`src/rtl/wb_arbiter_pkg.sv`:
```
// Shared types and widths for the writeback arbiter.
//   XLEN        : register data width
//   REG_ADDR_W  : register index width
//   wb_entry_t  : one buffered result (valid, destination, data)
//   wb_sel_e    : which source owns the write port in a given cycle
package wb_arbiter_pkg;

    localparam int XLEN       = 32;
    localparam int REG_ADDR_W = 5;

    typedef struct packed {
        logic                  valid;
        logic [REG_ADDR_W-1:0] rd;
        logic [XLEN-1:0]       data;
    } wb_entry_t;

    typedef enum logic [1:0] {
        SEL_IDLE,
        SEL_ALU,
        SEL_DRAIN,
        SEL_BYPASS
    } wb_sel_e;

endpackage

```
`src/rtl/wb_arbiter_if.sv`:
```
// Bus bundle between the execute units, decode and the writeback arbiter.
//   slave  : arbiter side (takes ALU/LSU results and queries, drives the write port)
//   master : environment side (execute units, decode, register file)
interface wb_arbiter_if;
    import wb_arbiter_pkg::*;

    logic                  alu_valid;
    logic [REG_ADDR_W-1:0] alu_rd;
    logic [XLEN-1:0]       alu_data;
    logic                  alu_stall;
    logic                  lsu_valid;
    logic                  lsu_ready;
    logic [REG_ADDR_W-1:0] lsu_rd;
    logic [XLEN-1:0]       lsu_data;
    logic                  wr_en;
    logic [REG_ADDR_W-1:0] wr_reg;
    logic [XLEN-1:0]       wr_data;
    logic [REG_ADDR_W-1:0] chk_reg;
    logic                  pend_hit;
    logic [XLEN-1:0]       pend_data;

    modport slave (
        input  alu_valid, alu_rd, alu_data, lsu_valid, lsu_rd, lsu_data, chk_reg,
        output alu_stall, lsu_ready, wr_en, wr_reg, wr_data, pend_hit, pend_data
    );

    modport master (
        output alu_valid, alu_rd, alu_data, lsu_valid, lsu_rd, lsu_data, chk_reg,
        input  alu_stall, lsu_ready, wr_en, wr_reg, wr_data, pend_hit, pend_data
    );

endinterface

```
`src/rtl/wb_fifo.sv`:
```
// Circular buffer of LSU results waiting for the register file write port.
//   clk, rst          : clock, asynchronous active-high reset
//   push/push_rd/data : append an entry at the tail (caller guarantees space)
//   pop               : retire the head slot (valid or killed)
//   kill_en/kill_rd   : invalidate every valid entry targeting kill_rd
//   head, count       : head slot contents and occupancy (killed slots included)
//   rd_ptr, entries   : raw storage view for the pending-write query
module wb_fifo
    import wb_arbiter_pkg::*;
#(
    parameter int  DEPTH = 4,
    localparam int PW    = $clog2(DEPTH),
    localparam int CW    = PW + 1
) (
    input  logic                  clk,
    input  logic                  rst,
    input  logic                  push,
    input  logic [REG_ADDR_W-1:0] push_rd,
    input  logic [XLEN-1:0]       push_data,
    input  logic                  pop,
    input  logic                  kill_en,
    input  logic [REG_ADDR_W-1:0] kill_rd,
    output wb_entry_t             head,
    output logic [CW-1:0]         count,
    output logic [PW-1:0]         rd_ptr,
    output wb_entry_t             entries [DEPTH]
);

    wb_entry_t     entry_reg [DEPTH];
    logic [PW-1:0] wr_ptr_reg;
    logic [PW-1:0] rd_ptr_reg;
    logic [CW-1:0] count_reg;

    // Slots outside the occupied window always hold valid=0: reset clears
    // them and a pop clears the slot it leaves, so the query and the
    // any-valid check can scan all slots without looking at count.
    for (genvar gi = 0; gi < DEPTH; gi++) begin : g_entry
        always_ff @(posedge clk or posedge rst) begin
            if (rst) begin
                entry_reg[gi] <= '0;
            end else if (push && wr_ptr_reg == PW'(gi)) begin
                entry_reg[gi] <= '{valid: 1'b1, rd: push_rd, data: push_data};
            end else if (pop && rd_ptr_reg == PW'(gi)) begin
                entry_reg[gi].valid <= 1'b0;
            end else if (kill_en && entry_reg[gi].valid && entry_reg[gi].rd == kill_rd) begin
                entry_reg[gi].valid <= 1'b0;
            end
        end
    end

    always_ff @(posedge clk or posedge rst) begin
        if (rst) begin
            wr_ptr_reg <= '0;
            rd_ptr_reg <= '0;
            count_reg  <= '0;
        end else begin
            if (push) wr_ptr_reg <= wr_ptr_reg + 1'b1;
            if (pop)  rd_ptr_reg <= rd_ptr_reg + 1'b1;
            case ({push, pop})
                2'b10:   count_reg <= count_reg + 1'b1;
                2'b01:   count_reg <= count_reg - 1'b1;
                default: count_reg <= count_reg;
            endcase
        end
    end

    assign head    = entry_reg[rd_ptr_reg];
    assign count   = count_reg;
    assign rd_ptr  = rd_ptr_reg;
    assign entries = entry_reg;

endmodule

```
`src/rtl/wb_arbiter.sv`:
```
// Writeback arbiter: merges the single-cycle ALU result (priority) with
// buffered LSU results into one registered register-file write port, and
// answers "is this register still waiting to be written?" for decode.
//   clk, rst : clock, asynchronous active-high reset
//   bus      : wb_arbiter_if.slave (ALU/LSU inputs, write port, stall,
//              LSU ready, pending-write query)
// DEPTH is a power of two >= 2; MAX_WAIT >= 1.
module wb_arbiter
    import wb_arbiter_pkg::*;
#(
    parameter int  DEPTH    = 4,
    parameter int  MAX_WAIT = 3,
    localparam int PW       = $clog2(DEPTH),
    localparam int CW       = PW + 1,
    localparam int WW       = $clog2(MAX_WAIT + 1)
) (
    input  logic          clk,
    input  logic          rst,
    wb_arbiter_if.slave   bus
);

    wb_entry_t             head;
    wb_entry_t             entries [DEPTH];
    logic [CW-1:0]         count;
    logic [PW-1:0]         rd_ptr;

    logic                  wr_en_reg;
    logic [REG_ADDR_W-1:0] wr_reg_reg;
    logic [XLEN-1:0]       wr_data_reg;
    logic                  alu_stall_reg;
    logic [WW-1:0]         wait_reg;
    logic [WW-1:0]         wait_next;

    wb_sel_e               sel;
    logic                  lsu_ready;
    logic                  lsu_accept;
    logic                  alu_win;
    logic                  fifo_push;
    logic                  fifo_pop;
    logic [DEPTH-1:0]      valid_vec;
    logic                  any_valid;

    for (genvar gi = 0; gi < DEPTH; gi++) begin : g_valid
        assign valid_vec[gi] = entries[gi].valid;
    end
    assign any_valid = |valid_vec;

    // Ready looks only at the registered occupancy, never at a same-cycle pop,
    // so it has no combinational path from the ALU inputs.
    assign lsu_ready  = (count < CW'(DEPTH));
    assign lsu_accept = bus.lsu_valid & lsu_ready;
    assign alu_win    = bus.alu_valid & ~alu_stall_reg & (bus.alu_rd != '0);

    always_comb begin
        sel = SEL_IDLE;
        if (alu_win) begin
            sel = SEL_ALU;
        end else if (head.valid) begin
            sel = SEL_DRAIN;
        end else if (count == '0 && lsu_accept && bus.lsu_rd != '0) begin
            sel = SEL_BYPASS;
        end
    end

    // A killed head is discarded in the background without taking the write
    // port, so the entry behind it can drain on the next cycle.
    assign fifo_pop  = (sel == SEL_DRAIN) | ((count != '0) & ~head.valid);
    assign fifo_push = lsu_accept & (bus.lsu_rd != '0) & (sel != SEL_BYPASS);

    wb_fifo #(.DEPTH(DEPTH)) u_fifo (
        .clk       (clk),
        .rst       (rst),
        .push      (fifo_push),
        .push_rd   (bus.lsu_rd),
        .push_data (bus.lsu_data),
        .pop       (fifo_pop),
        .kill_en   (sel == SEL_ALU),
        .kill_rd   (bus.alu_rd),
        .head      (head),
        .count     (count),
        .rd_ptr    (rd_ptr),
        .entries   (entries)
    );

    // Starvation counter: cycles a valid head lost the port to the ALU.
    // Once it reaches MAX_WAIT the ALU is held off, which forces a drain.
    always_comb begin
        wait_next = wait_reg;
        if (sel == SEL_DRAIN || !any_valid) begin
            wait_next = '0;
        end else if (head.valid && sel == SEL_ALU) begin
            wait_next = wait_reg + 1'b1;
        end
    end

    always_ff @(posedge clk or posedge rst) begin
        if (rst) begin
            wait_reg      <= '0;
            alu_stall_reg <= 1'b0;
            wr_en_reg     <= 1'b0;
            wr_reg_reg    <= '0;
            wr_data_reg   <= '0;
        end else begin
            wait_reg      <= wait_next;
            alu_stall_reg <= (wait_next == WW'(MAX_WAIT));
            wr_en_reg     <= (sel != SEL_IDLE);
            case (sel)
                SEL_ALU: begin
                    wr_reg_reg  <= bus.alu_rd;
                    wr_data_reg <= bus.alu_data;
                end
                SEL_DRAIN: begin
                    wr_reg_reg  <= head.rd;
                    wr_data_reg <= head.data;
                end
                SEL_BYPASS: begin
                    wr_reg_reg  <= bus.lsu_rd;
                    wr_data_reg <= bus.lsu_data;
                end
                default: ;
            endcase
        end
    end

    // Pending query. Anything still in the FIFO is younger than the value in
    // the output register (older same-rd entries were killed or already
    // drained), so scan output register first, then FIFO oldest to youngest,
    // letting each later match override.
    always_comb begin
        logic [PW-1:0] idx;
        idx           = '0;
        bus.pend_hit  = 1'b0;
        bus.pend_data = '0;
        if (bus.chk_reg != '0) begin
            if (wr_en_reg && wr_reg_reg == bus.chk_reg) begin
                bus.pend_hit  = 1'b1;
                bus.pend_data = wr_data_reg;
            end
            for (int i = 0; i < DEPTH; i++) begin
                idx = rd_ptr + PW'(i);
                if (entries[idx].valid && entries[idx].rd == bus.chk_reg) begin
                    bus.pend_hit  = 1'b1;
                    bus.pend_data = entries[idx].data;
                end
            end
        end
    end

    assign bus.lsu_ready = lsu_ready;
    assign bus.alu_stall = alu_stall_reg;
    assign bus.wr_en     = wr_en_reg;
    assign bus.wr_reg    = wr_reg_reg;
    assign bus.wr_data   = wr_data_reg;

endmodule

```
`src/flat_wrapper.sv`:
```
// flat-port wrapper written by rule: the top's interface ports become plain ports
module wb_arbiter_flat import wb_arbiter_pkg::*;
#(
    parameter int  DEPTH    = 4,
    parameter int  MAX_WAIT = 3,
    localparam int PW       = $clog2(DEPTH),
    localparam int CW       = PW + 1,
    localparam int WW       = $clog2(MAX_WAIT + 1)
)
  (clk, rst, bus_alu_valid, bus_alu_rd, bus_alu_data, bus_lsu_valid, bus_lsu_rd, bus_lsu_data, bus_chk_reg, bus_alu_stall, bus_lsu_ready, bus_wr_en, bus_wr_reg, bus_wr_data, bus_pend_hit, bus_pend_data);
  wb_arbiter_if bus_i ();
  input  logic clk;
  input  logic rst;
  input wire logic [$bits(bus_i.alu_valid)-1:0] bus_alu_valid;
  input wire logic [$bits(bus_i.alu_rd)-1:0] bus_alu_rd;
  input wire logic [$bits(bus_i.alu_data)-1:0] bus_alu_data;
  input wire logic [$bits(bus_i.lsu_valid)-1:0] bus_lsu_valid;
  input wire logic [$bits(bus_i.lsu_rd)-1:0] bus_lsu_rd;
  input wire logic [$bits(bus_i.lsu_data)-1:0] bus_lsu_data;
  input wire logic [$bits(bus_i.chk_reg)-1:0] bus_chk_reg;
  output wire logic [$bits(bus_i.alu_stall)-1:0] bus_alu_stall;
  output wire logic [$bits(bus_i.lsu_ready)-1:0] bus_lsu_ready;
  output wire logic [$bits(bus_i.wr_en)-1:0] bus_wr_en;
  output wire logic [$bits(bus_i.wr_reg)-1:0] bus_wr_reg;
  output wire logic [$bits(bus_i.wr_data)-1:0] bus_wr_data;
  output wire logic [$bits(bus_i.pend_hit)-1:0] bus_pend_hit;
  output wire logic [$bits(bus_i.pend_data)-1:0] bus_pend_data;
  assign bus_i.alu_valid = bus_alu_valid;
  assign bus_i.alu_rd = bus_alu_rd;
  assign bus_i.alu_data = bus_alu_data;
  assign bus_i.lsu_valid = bus_lsu_valid;
  assign bus_i.lsu_rd = bus_lsu_rd;
  assign bus_i.lsu_data = bus_lsu_data;
  assign bus_i.chk_reg = bus_chk_reg;
  assign bus_alu_stall = bus_i.alu_stall;
  assign bus_lsu_ready = bus_i.lsu_ready;
  assign bus_wr_en = bus_i.wr_en;
  assign bus_wr_reg = bus_i.wr_reg;
  assign bus_wr_data = bus_i.wr_data;
  assign bus_pend_hit = bus_i.pend_hit;
  assign bus_pend_data = bus_i.pend_data;
  wb_arbiter #(.DEPTH(DEPTH), .MAX_WAIT(MAX_WAIT)) u_core (.clk(clk), .rst(rst), .bus(bus_i));
endmodule
```
`config.mk`:
```
export PLATFORM = sky130hd
export DESIGN_NAME = wb_arbiter_flat
export DESIGN_NICKNAME = d
export VERILOG_FILES = /design/src/rtl/wb_arbiter_pkg.sv /design/src/rtl/wb_arbiter_if.sv /design/src/rtl/wb_fifo.sv /design/src/rtl/wb_arbiter.sv /design/src/flat_wrapper.sv
export SDC_FILE = /design/constraint.sdc
export NUM_CORES = 1
export LEC_CHECK = 0
export ABC_CLOCK_PERIOD_IN_PS = 6890
export BUFFER_PORTS_ARGS = -buffer_cell sky130_fd_sc_hd__buf_2
export CAP_MARGIN = 25
export CELL_PAD_IN_SITES_DETAIL_PLACEMENT = 1
export CELL_PAD_IN_SITES_GLOBAL_PLACEMENT = 2
export CORE_ASPECT_RATIO = 0.75
export CORE_UTILIZATION = 23
export CTS_CLUSTER_SIZE = 10
export DETAILED_ROUTE_END_ITERATION = 8
export HOLD_SLACK_MARGIN = 0.15
export PLACE_DENSITY = 0.57
export SLEW_MARGIN = 20
export SYNTH_ARGS = -nofsm -noshare
export SYNTH_HDL_FRONTEND = slang
export SYNTH_SLANG_ARGS = --single-unit
```
`constraint.sdc`:
```
create_clock -name clk -period 6.89 [get_ports clk]
set_input_delay 0.689 -clock clk [delete_from_list [all_inputs] [get_ports clk]]
set_output_delay 0.689 -clock clk [all_outputs]
set_load 0.02 [all_outputs]
```
==> impl_metrics.toml, run 1 <==
[synthesis]
postSynthAreaPerCell_um2 = 12.2
yosys_most_used_dff = "sky130_fd_sc_hd__dfrtp_1"
post_synth_edffs = 0
synth_nets = 1230
yosys_warnings = 0
synth_seq_area_share = 0.362
synth.distinct_cells = 50
synth_cells = 1137
synth-async-reset-ratio = 1.00
synth_top_cell_area_share = 0.362
synth-seq-cells = 200
ys_top_cells_by_area = "sky130_fd_sc_hd__dfrtp_1 36%, sky130_fd_sc_hd__mux4_2 23%, sky130_fd_sc_hd__mux2_2 10%"
library_cell_with_the_largest_summed_area_after_synthesis = "sky130_fd_sc_hd__dfrtp_1"
syn_area_um2 = 13800
leading_cell_type_by_number_of_instances_after_synthesis = "sky130_fd_sc_hd__dfrtp_1"
yosys-top-cells-count = "200 x sky130_fd_sc_hd__dfrtp_1, 142 x sky130_fd_sc_hd__mux4_2, 125 x sky130_fd_sc_hd__mux2_2, 70 x sky130_fd_sc_hd__nand2_1"

[sta]
finalCriticalPeriod_ns = 5.74
rsz0062_at_grt = "false"
setup_violations = 0
timing.slew.headroom = 0.339
period_share = 0.833
hold_violations_final = 0
worst_clock_skew_ns = 0.0165
worst-slew-pin-transition_ns = 0.991
fmax_mhz = 174
timing.setup.tns_ns = 0
final_max_slew_viol_count = 0

[grt]
grt_pass1_wl_mm = 76.8
grt_overflow = 0
maximum_number_of_pins_on_one_net_before_global_route_repair = 151
antenna_violations_before_repair = 4
gr-usage-all-layers = 0.167
grt_pass1_vias = 11400

[finish]
area.growth.synth_to_final_pct = 15.0
largest_register_ff_count = 152
post_route_cells_drive_above_1_share = 0.406
fin_nets = 1315
postLayoutCoreUtil = 0.269

[placement]
detailedPlacementHpwl_mm = 32.3
globalplace.congestion = 0.797
placement.io_buffers = 155

[power]
switching_power_mw = 3.74
vdd_drop_max_mv = 0.321
power.combinational.fraction = 0.588
relative_contribution_of_sequential_cells_to_total_power = 0.294
p_per_area_nw_per_um2 = 537
cellInternalPower_mw = 4.80
sw_frac_of_total = 0.438
cellLeakagePower_nw = 6.13
clockPowerShare = 0.118

[drt]
routed_wl_mm = 50.3
route.detailed.wl_per_inst_um = 24.8
detailroute.via_count = 10700
drt_pre_antenna_iters = 5
drt_drc_violations_left = 0
drt-vias-per-instance = 5.29
drt_first_iter_violations = 865
antenna_violating_nets_post_route = 0

[clock_network]
htree_num_levels = 4
ctsLongestPathBuffers = 2
number_of_sinks_on_the_clock_net = 200
clock-root-buffer = "sky130_fd_sc_hd__clkbuf_16"
post-cts-setup-buffers = 0
clock_tree_from_tritoncts = "yes"
clk-insertion-delay-late_ns = 0.48
tritoncts.num_buffers = 17
cts.reportedPaths.clkPinSlew_ns = 0.08
cts.repair.resized = 0
holdBufCountCts = 0

[floorplan]
floorplan.io_pins = 156
die-area_um2 = 61100
design.core.area_um2 = 59200
fp.dieW_um = 285
initial_utilization = 0.234
placement_rows = 77
dieHeight_um = 214

[worst_setup_path]
crit_slowest_cell = "sky130_fd_sc_hd__or4_2"
critical_path.startpoint_type = "register"
criticalPathCategory = "reg2out"
worst_path_largest_cell_delay_ns = 0.96
path_max_fanout = 100
endpoint_kind = "output port"
cp_num_buf_inv = 4
critical_path.startpoint = "u_core.u_fifo.rd_ptr[0]"
cpLargestDelayFamily = "simple AND/OR/NAND/NOR gates"
worstPathCellList = "buf_12 -> buf_16 -> mux4_2 -> xor2_1 -> or4_2 -> nor2_4 -> buf_4 -> a22oi_1 -> o41ai_1 -> buf_2"
r2r_start = "u_core.u_fifo.rd_ptr[0]"
worst_ep_arrival_time_ns = 5.05
worst-endpoint-required_ns = 6.20

[run]
maxCapViolations = 0

[outcome]
run_status = "completed"

[worst_hold_path]
timing.hold.worst.class = "in2async"
kinds of logic after synthesis:
| family | count (synthesis) | share of synthesized area |
|---|---|---|
| flops | 200 | 0.362 |
| mux | 312 | 0.368 |
| fa+ha+maj | 10 | 0.00959 |
| xor+xnor | 54 | 0.0342 |
| buf+inv | 126 | 0.0447 |
| simple gates | 205 | 0.0735 |
| compound gates | 230 | 0.108 |
cells in the final DEF (no fill, tap or decap), drive strengths merged, types with 5 or more instances in the layout:
cell and n:
buf 180, mux2 151, xor2 20, o21ai 50, o22ai 48, nor2 29
a32oi 10, a211oi 10, ha 9, a22oi 22, a21oi 42, mux2i 19
a221o 9, dfrtp 200, clkbuf 19, and2 9, o31ai 16, xnor2 34
nand3 24, clkinvlp 5, o41ai 7, inv 18, mux4 142, nand4 6
or3 24, nand2 70, and3 24
through the flow:
stage | worst slack (ns) | instances | cell area (µm²) | power, mW | hold slack (ns)
2_1_floorplan | 0.747 | 1137 | 13800 | 6.15 | 0.473
3_3_place_gp | 1.74 | 1990 | 15300 | 7.46 | 0.497
5_1_grt | 0.870 | 2025 | 15900 | 9.15 | 0.298
6_report | 1.15 | 2026 | 15900 | 8.54 | 0.252
3_5_place_dp | 1.64 | 1990 | 15300 | 7.56 | 0.505
4_1_cts | 1.11 | 2022 | 15900 | 8.61 | 0.285
path summary, 6_finish.rpt:
path	endpoint	slack, ns	depth (start not counted)
min	u_core.u_fifo.entries[18]	0.25	2
max	bus_pend_data[25]	1.15	10
min reg2reg	u_core.bus.wr_data[20]	0.51	2
min in group clk	u_core.u_fifo.entries[89]	0.50	2
max in group asynchronous	u_core.u_fifo.entries[42]	5.27	3
max reg2reg	u_core.u_fifo.count[2]	3.16	12
power by group through the flow:
stage | Combinational, mW | Sequential [mW] | Clock (mW)
3_3_place_gp | 5.00 | 2.46 | 0
6_report | 5.02 | 2.51 | 1.01
5_1_grt | 5.44 | 2.62 | 1.09
3_5_place_dp | 5.04 | 2.52 | 0
4_1_cts | 5.07 | 2.49 | 1.05
2_1_floorplan | 3.78 | 2.38 | 0
layer usage:
| metal | vias to the layer above | GRT usage | routed length [µm] |
|---|---|---|---|
| met3 | 39 | 0.0273 | 2030 |
| met5 | - | 0 | 27 |
| li1 | 4623 | - | - |
| met2 | 275 | 0.254 | 22700 |
| met1 | 5782 | 0.249 | 24900 |
| met4 | 4 | 0.0362 | 599 |
final cells by class:
class / instances / area [µm²]
clock buffer: 18 / 439
fill: 6565 / 43300
clock inverter: 14 / 114
inverter: 11 / 48.8
tap: 790 / 988
multi-input combinational: 811 / 8300
timing repair buffer: 181 / 1000
sequential: 200 / 5010
antenna: 1 / 2.50
Note: power is estimated with default switching activity, not from simulation.
==> run 2: changes to the inputs <==
--- a/config.mk
+++ b/config.mk
@@ -5,7 +5,7 @@
 export SDC_FILE = /design/constraint.sdc
 export NUM_CORES = 1
 export LEC_CHECK = 0
-export ABC_CLOCK_PERIOD_IN_PS = 6890
+export ABC_CLOCK_PERIOD_IN_PS = 5430
 export BUFFER_PORTS_ARGS = -buffer_cell sky130_fd_sc_hd__buf_2
 export CAP_MARGIN = 25
 export CELL_PAD_IN_SITES_DETAIL_PLACEMENT = 1
==> constraint.sdc (replaced) <==
create_clock -name clk -period 5.43 [get_ports clk]
set_input_delay 0.543 -clock clk [delete_from_list [all_inputs] [get_ports clk]]
set_output_delay 0.543 -clock clk [all_outputs]
set_load 0.02 [all_outputs]
==> impl_metrics.toml, run 2 (synthesis results as in run 1) <==
[grt]
grt_pass1_vias = 11200
gr-usage-all-layers = 0.168
maximum_number_of_pins_on_one_net_before_global_route_repair = 93
antenna_violations_before_repair = 3
grt_overflow = 0
grt_pass1_wl_mm = 77.3

[sta]
setup_violations = 0
hold_violations_final = 0
period_share = 0.938
timing.setup.tns_ns = 0
worst-slew-pin-transition_ns = 0.984
whs_ns = 0.357
rsz0062_at_grt = "false"
finalCriticalPeriod_ns = 5.09
timing.slew.headroom = 0.335
worst_clock_skew_ns = 0.0162
fmax_mhz = 196
final_max_slew_viol_count = 0

[drt]
route.detailed.wl_per_inst_um = 24.9
detailroute.via_count = 10800
drt_drc_violations_left = 0
drt_pre_antenna_iters = 5
antenna_violating_nets_post_route = 0
drt_first_iter_violations = 601
routed_wl_mm = 50.8
drt-vias-per-instance = 5.28

[clock_network]
ctsLongestPathBuffers = 2
tritoncts.num_buffers = 17
clk-insertion-delay-late_ns = 0.47
clock_tree_from_tritoncts = "yes"
cts.reportedPaths.clkPinSlew_ns = 0.08
clock-root-buffer = "sky130_fd_sc_hd__clkbuf_16"
number_of_sinks_on_the_clock_net = 200
cts.repair.resized = 0
htree_num_levels = 4

[floorplan]
floorplan.io_pins = 156
design.core.area_um2 = 59200
dieHeight_um = 214
fp.dieW_um = 285
die-area_um2 = 61100
placement_rows = 77
initial_utilization = 0.234

[finish]
largest_register_ff_count = 152
fin_nets = 1328
area.growth.synth_to_final_pct = 15.6
finish.cell_count_without_fillers = 2037
postLayoutCoreUtil = 0.270
most-common-layout-cells = "198 x sky130_fd_sc_hd__dfrtp_1, 155 x sky130_fd_sc_hd__buf_2, 142 x sky130_fd_sc_hd__mux4_2"
final_design_area_no_fill_um2 = 16000
total_area_of_multi_input_combinational_cells_um2 = 8290
filler_cell_count = 6544
post_route_cells_drive_above_1_share = 0.409
seqCellArea_um2 = 5010
layout.cells.most_common = "sky130_fd_sc_hd__dfrtp_1"

[power]
p_per_area_nw_per_um2 = 678
cellLeakagePower_nw = 6.17
vdd_drop_max_mv = 0.285

[worst_setup_path]
endpoint_kind = "output port"
criticalPathCategory = "reg2out"
reg2reg_depth = 8
ff_to_ff_end = "u_core.u_fifo.entries[9]"
critical_path.startpoint = "u_core.u_fifo.rd_ptr[1]"
reg2reg_slack_ns = 1.70
critical_path.startpoint_type = "register"
worst-endpoint-required_ns = 4.89
path_max_fanout = 22
worst_ep_arrival_time_ns = 4.55
timing.critical_path.to = "bus_pend_data[25]"
r2r_start = "u_core.u_fifo.rd_ptr[1]"

[placement]
place_inst = 2003
placement.io_buffers = 155
detailedPlacementHpwl_mm = 33.4
globalplace.congestion = 0.771
placedInstanceArea_um2 = 15400

[worst_hold_path]
timing.hold.worst.class = "in2reg"

[outcome]
run_status = "completed"

[run]
maxCapViolations = 0
==> run 2: cell count changes in the layout (fill, tap and decap cells not counted), moves of 2 or more <==
cell / delta
sky130_fd_sc_hd__inv_6: -2
sky130_fd_sc_hd__buf_4: +11
sky130_fd_sc_hd__buf_12: +4
sky130_fd_sc_hd__inv_8: -3
sky130_fd_sc_hd__clkinv_2: +3
==> run 2: through the flow <==
step	total power [mW]	setup slack, ns
after floorplan	7.81	0.421
after global placement	9.48	0.840
after detailed placement	9.60	0.771
after CTS	10.9	0.241
after global routing	11.6	0.0568
final	10.8	0.339
==> run 2: layer usage <==
| layer | global-route usage | up-vias | part of all wire |
|---|---|---|---|
| met5 | 0 | - | 0.00026 |
| met4 | 0.0355 | 2 | 0.012 |
| met3 | 0.0284 | 38 | 0.039 |
| met2 | 0.252 | 267 | 0.45 |
| met1 | 0.252 | 5792 | 0.50 |
| li1 | - | 4661 | - |
==> run 2: worst max-delay path: stages, from the launching register on <==
cell and delay (ns):
sky130_fd_sc_hd__dfrtp_4 0.53, sky130_fd_sc_hd__buf_4 0.38, sky130_fd_sc_hd__mux4_2 0.60, sky130_fd_sc_hd__xnor2_1 0.19, sky130_fd_sc_hd__nand4_1 0.22, sky130_fd_sc_hd__nor2_2 0.60
sky130_fd_sc_hd__buf_4 0.28, sky130_fd_sc_hd__buf_4 0.26, sky130_fd_sc_hd__nand2_1 0.07, sky130_fd_sc_hd__and3_1 0.16, sky130_fd_sc_hd__o41ai_1 0.50, sky130_fd_sc_hd__buf_2 0.26
==> run 2: repair_timing <==
action	4_1_cts	5_1_grt
hold endpoints to repair	12	0
setup endpoints to repair	0	2
hold buffers	1	0
setup buffers	0	1
==> run 2: where the power goes <==
part           switching (mW)  leakage, nW  internal, mW
Clock                   0.642        0.251         0.594
Sequential              0.993         2.40          2.25
Combinational            3.11         3.52          3.26
Total                    4.74         6.17          6.10
==> run 2: worst min-delay path by stage <==
stage                           startpoint                         end  slack (ns)  cells after the start
global route              bus_lsu_data[17]  u_core.u_fifo.entries[131]        0.33                      2
detailed placement  u_core.u_fifo.count[0]      u_core.u_fifo.count[0]        0.51                      1
floorplan           u_core.u_fifo.count[0]      u_core.u_fifo.count[0]        0.47                      1
CTS                       bus_lsu_data[17]  u_core.u_fifo.entries[131]        0.33                      2
global placement    u_core.u_fifo.count[0]      u_core.u_fifo.count[0]        0.51                      1
finish                     bus_lsu_data[9]   u_core.u_fifo.entries[47]        0.36                      2
==> run 2: area by class of cell <==
type                    count  area share
diodes                      1    0.000156
clock inverters            11     0.00462
multi-input cells         811       0.519
inverters                  11     0.00282
well taps                 790      0.0618
clock buffers              19      0.0277
repair buffers            194      0.0709
flip-flops and latches    200       0.313
==> run 3: changes to the inputs <==
==> constraint.sdc (replaced) <==
create_clock -name clk -period 5.43 [get_ports clk]
set_input_delay 1.086 -clock clk [delete_from_list [all_inputs] [get_ports clk]]
set_output_delay 1.086 -clock clk [all_outputs]
set_load 0.02 [all_outputs]
==> impl_metrics.toml, run 3 (synthesis results as in run 1) <==
[outcome]
run_status = "completed"

[drt]
route.detailed.wl_per_inst_um = 24.5
drt_first_iter_violations = 661
drt_pre_antenna_iters = 5
drt-vias-per-instance = 5.24
drt_drc_violations_left = 0
detailroute.via_count = 10700
antenna_violating_nets_post_route = 0
routed_wl_mm = 50.0

[worst_setup_path]
worstPathCellList = "buf_4 -> mux4_2 -> xnor2_1 -> nand4_1 -> or2_2 -> buf_4 -> buf_4 -> nand3_1 -> a311oi_1 -> o22a_1 -> buf_2"
worst_ep_arrival_time_ns = 4.16
criticalPathCategory = "reg2out"
path_common_cell = "sky130_fd_sc_hd__buf_4"
path_max_fanout = 28
worst_path_largest_cell_delay_ns = 0.63
worst-endpoint-required_ns = 4.34
critical_path.startpoint_type = "register"
crit_slowest_cell = "sky130_fd_sc_hd__mux4_2"
endpoint_kind = "output port"

[floorplan]
initial_utilization = 0.234
design.core.area_um2 = 59200
placement_rows = 77
floorplan.io_pins = 156
die-area_um2 = 61100
dieHeight_um = 214
fp.dieW_um = 285

[run]
maxCapViolations = 0

[placement]
place_inst = 2004
placement.io_buffers = 155
detailedPlacementHpwl_mm = 32.8
placedInstanceArea_um2 = 15600
globalplace.congestion = 0.791

[sta]
timing.slew.headroom = 0.358
period_share = 0.966
fmax_mhz = 191
worst-slew-pin-transition_ns = 0.950
rsz0062_at_grt = "true"
finalCriticalPeriod_ns = 5.25
setup_violations = 0
worst_clock_skew_ns = 0.0156
final_max_slew_viol_count = 0
hold_violations_final = 0

[finish]
finish.cell_count_without_fillers = 2042
largest_register_ff_count = 152
final_design_area_no_fill_um2 = 16300
most-common-layout-cells = "198 x sky130_fd_sc_hd__dfrtp_1, 155 x sky130_fd_sc_hd__buf_2, 142 x sky130_fd_sc_hd__mux4_2"
layout.cells.most_common = "sky130_fd_sc_hd__dfrtp_1"
area.growth.synth_to_final_pct = 17.9
filler_cell_count = 6523
insertedDiodeCount = 0
fin_nets = 1332
post_route_cells_drive_above_1_share = 0.419

[grt]
antenna_violations_before_repair = 3
maximum_number_of_pins_on_one_net_before_global_route_repair = 134
grt_pass1_vias = 11200
grt_overflow = 0
gr-usage-all-layers = 0.166
grt_pass1_wl_mm = 75.7

[power]
cellLeakagePower_nw = 6.35
vdd_drop_max_mv = 0.467
p_per_area_nw_per_um2 = 681

[worst_hold_path]
timing.hold.worst.class = "reg2reg"

[clock_network]
htree_num_levels = 4
clock-root-buffer = "sky130_fd_sc_hd__clkbuf_16"
ctsLongestPathBuffers = 2
clock_tree_from_tritoncts = "yes"
number_of_sinks_on_the_clock_net = 200
cts.reportedPaths.clkPinSlew_ns = 0.09
tritoncts.num_buffers = 17
clk-insertion-delay-late_ns = 0.47
## run 3: worst paths after layout
check,start,endpoint,slack (ns),cells after the start
worst max-delay path,u_core.u_fifo.rd_ptr[1],bus_pend_data[29],0.18,11
worst min-delay path,u_core.u_fifo.count[0],u_core.u_fifo.count[0],0.52,1
worst max register to register,u_core.u_fifo.rd_ptr[1],u_core.u_fifo.entries[47],1.73,8
worst min register to register,u_core.u_fifo.count[0],u_core.u_fifo.count[0],0.52,1
max in group asynchronous,rst,u_core.u_fifo.entries[105],3.84,3
min in group asynchronous,rst,u_core.u_fifo.entries[132],0.79,3
## run 3: per-layer routing
metal	track usage	wire length, µm	share of wire	vias to the layer above
met2	0.262	23500	0.47	265
met3	0.0298	1800	0.036	37
met1	0.235	24000	0.48	5729
met4	0.0358	627	0.013	4
li1	-	-	-	4670
met5	0	25	0.00050	-
## run 3: layout make-up
class                   instances  area, µm²  area share
clock inverters                14        228      0.0140
flip-flops and latches        200       5010       0.307
clock buffers                  18        439      0.0269
repair buffers                198       1250      0.0767
multi-input cells             811       8350       0.512
well taps                     790        988      0.0606
inverters                      11       45.0     0.00276
## run 3: timing repair
| action | 4_1_cts | 5_1_grt |
|---|---|---|
| setup endpoints to repair | 2 | 25 |
| pin swaps | 1 | 1 |
| buffers inserted | 2 | 4 |
| hold buffers | 0 | 0 |
| gates resized for setup | 0 | 1 |
## run 3: through the flow
step	setup WS (ns)	utilization	total power [mW]	hold WS (ns)	TNS (ns)
finish	0.184	0.276	11.1	0.516	0
global placement	0.514	0.263	9.51	0.500	0
floorplan	0.0447	-	7.82	0.473	0
CTS	0.0811	0.275	11.2	0.520	0
detailed placement	0.529	0.264	9.63	0.507	0
global route	-0.00978	0.276	11.9	0.544	-0.0134
## run 3: where the power goes
group	switching [mW]	internal [mW]
Combinational	3.12	3.30
Clock	0.684	0.808
Sequential	0.942	2.25
## run 3: worst max-delay path: cells and delay by family, from the launching register on
kind            cells  cell delay, ns
flops               1            0.44
xor+xnor            1            0.16
compound gates      2            0.52
simple gates        3            0.81
buf+inv             4            1.11
mux                 1            0.63
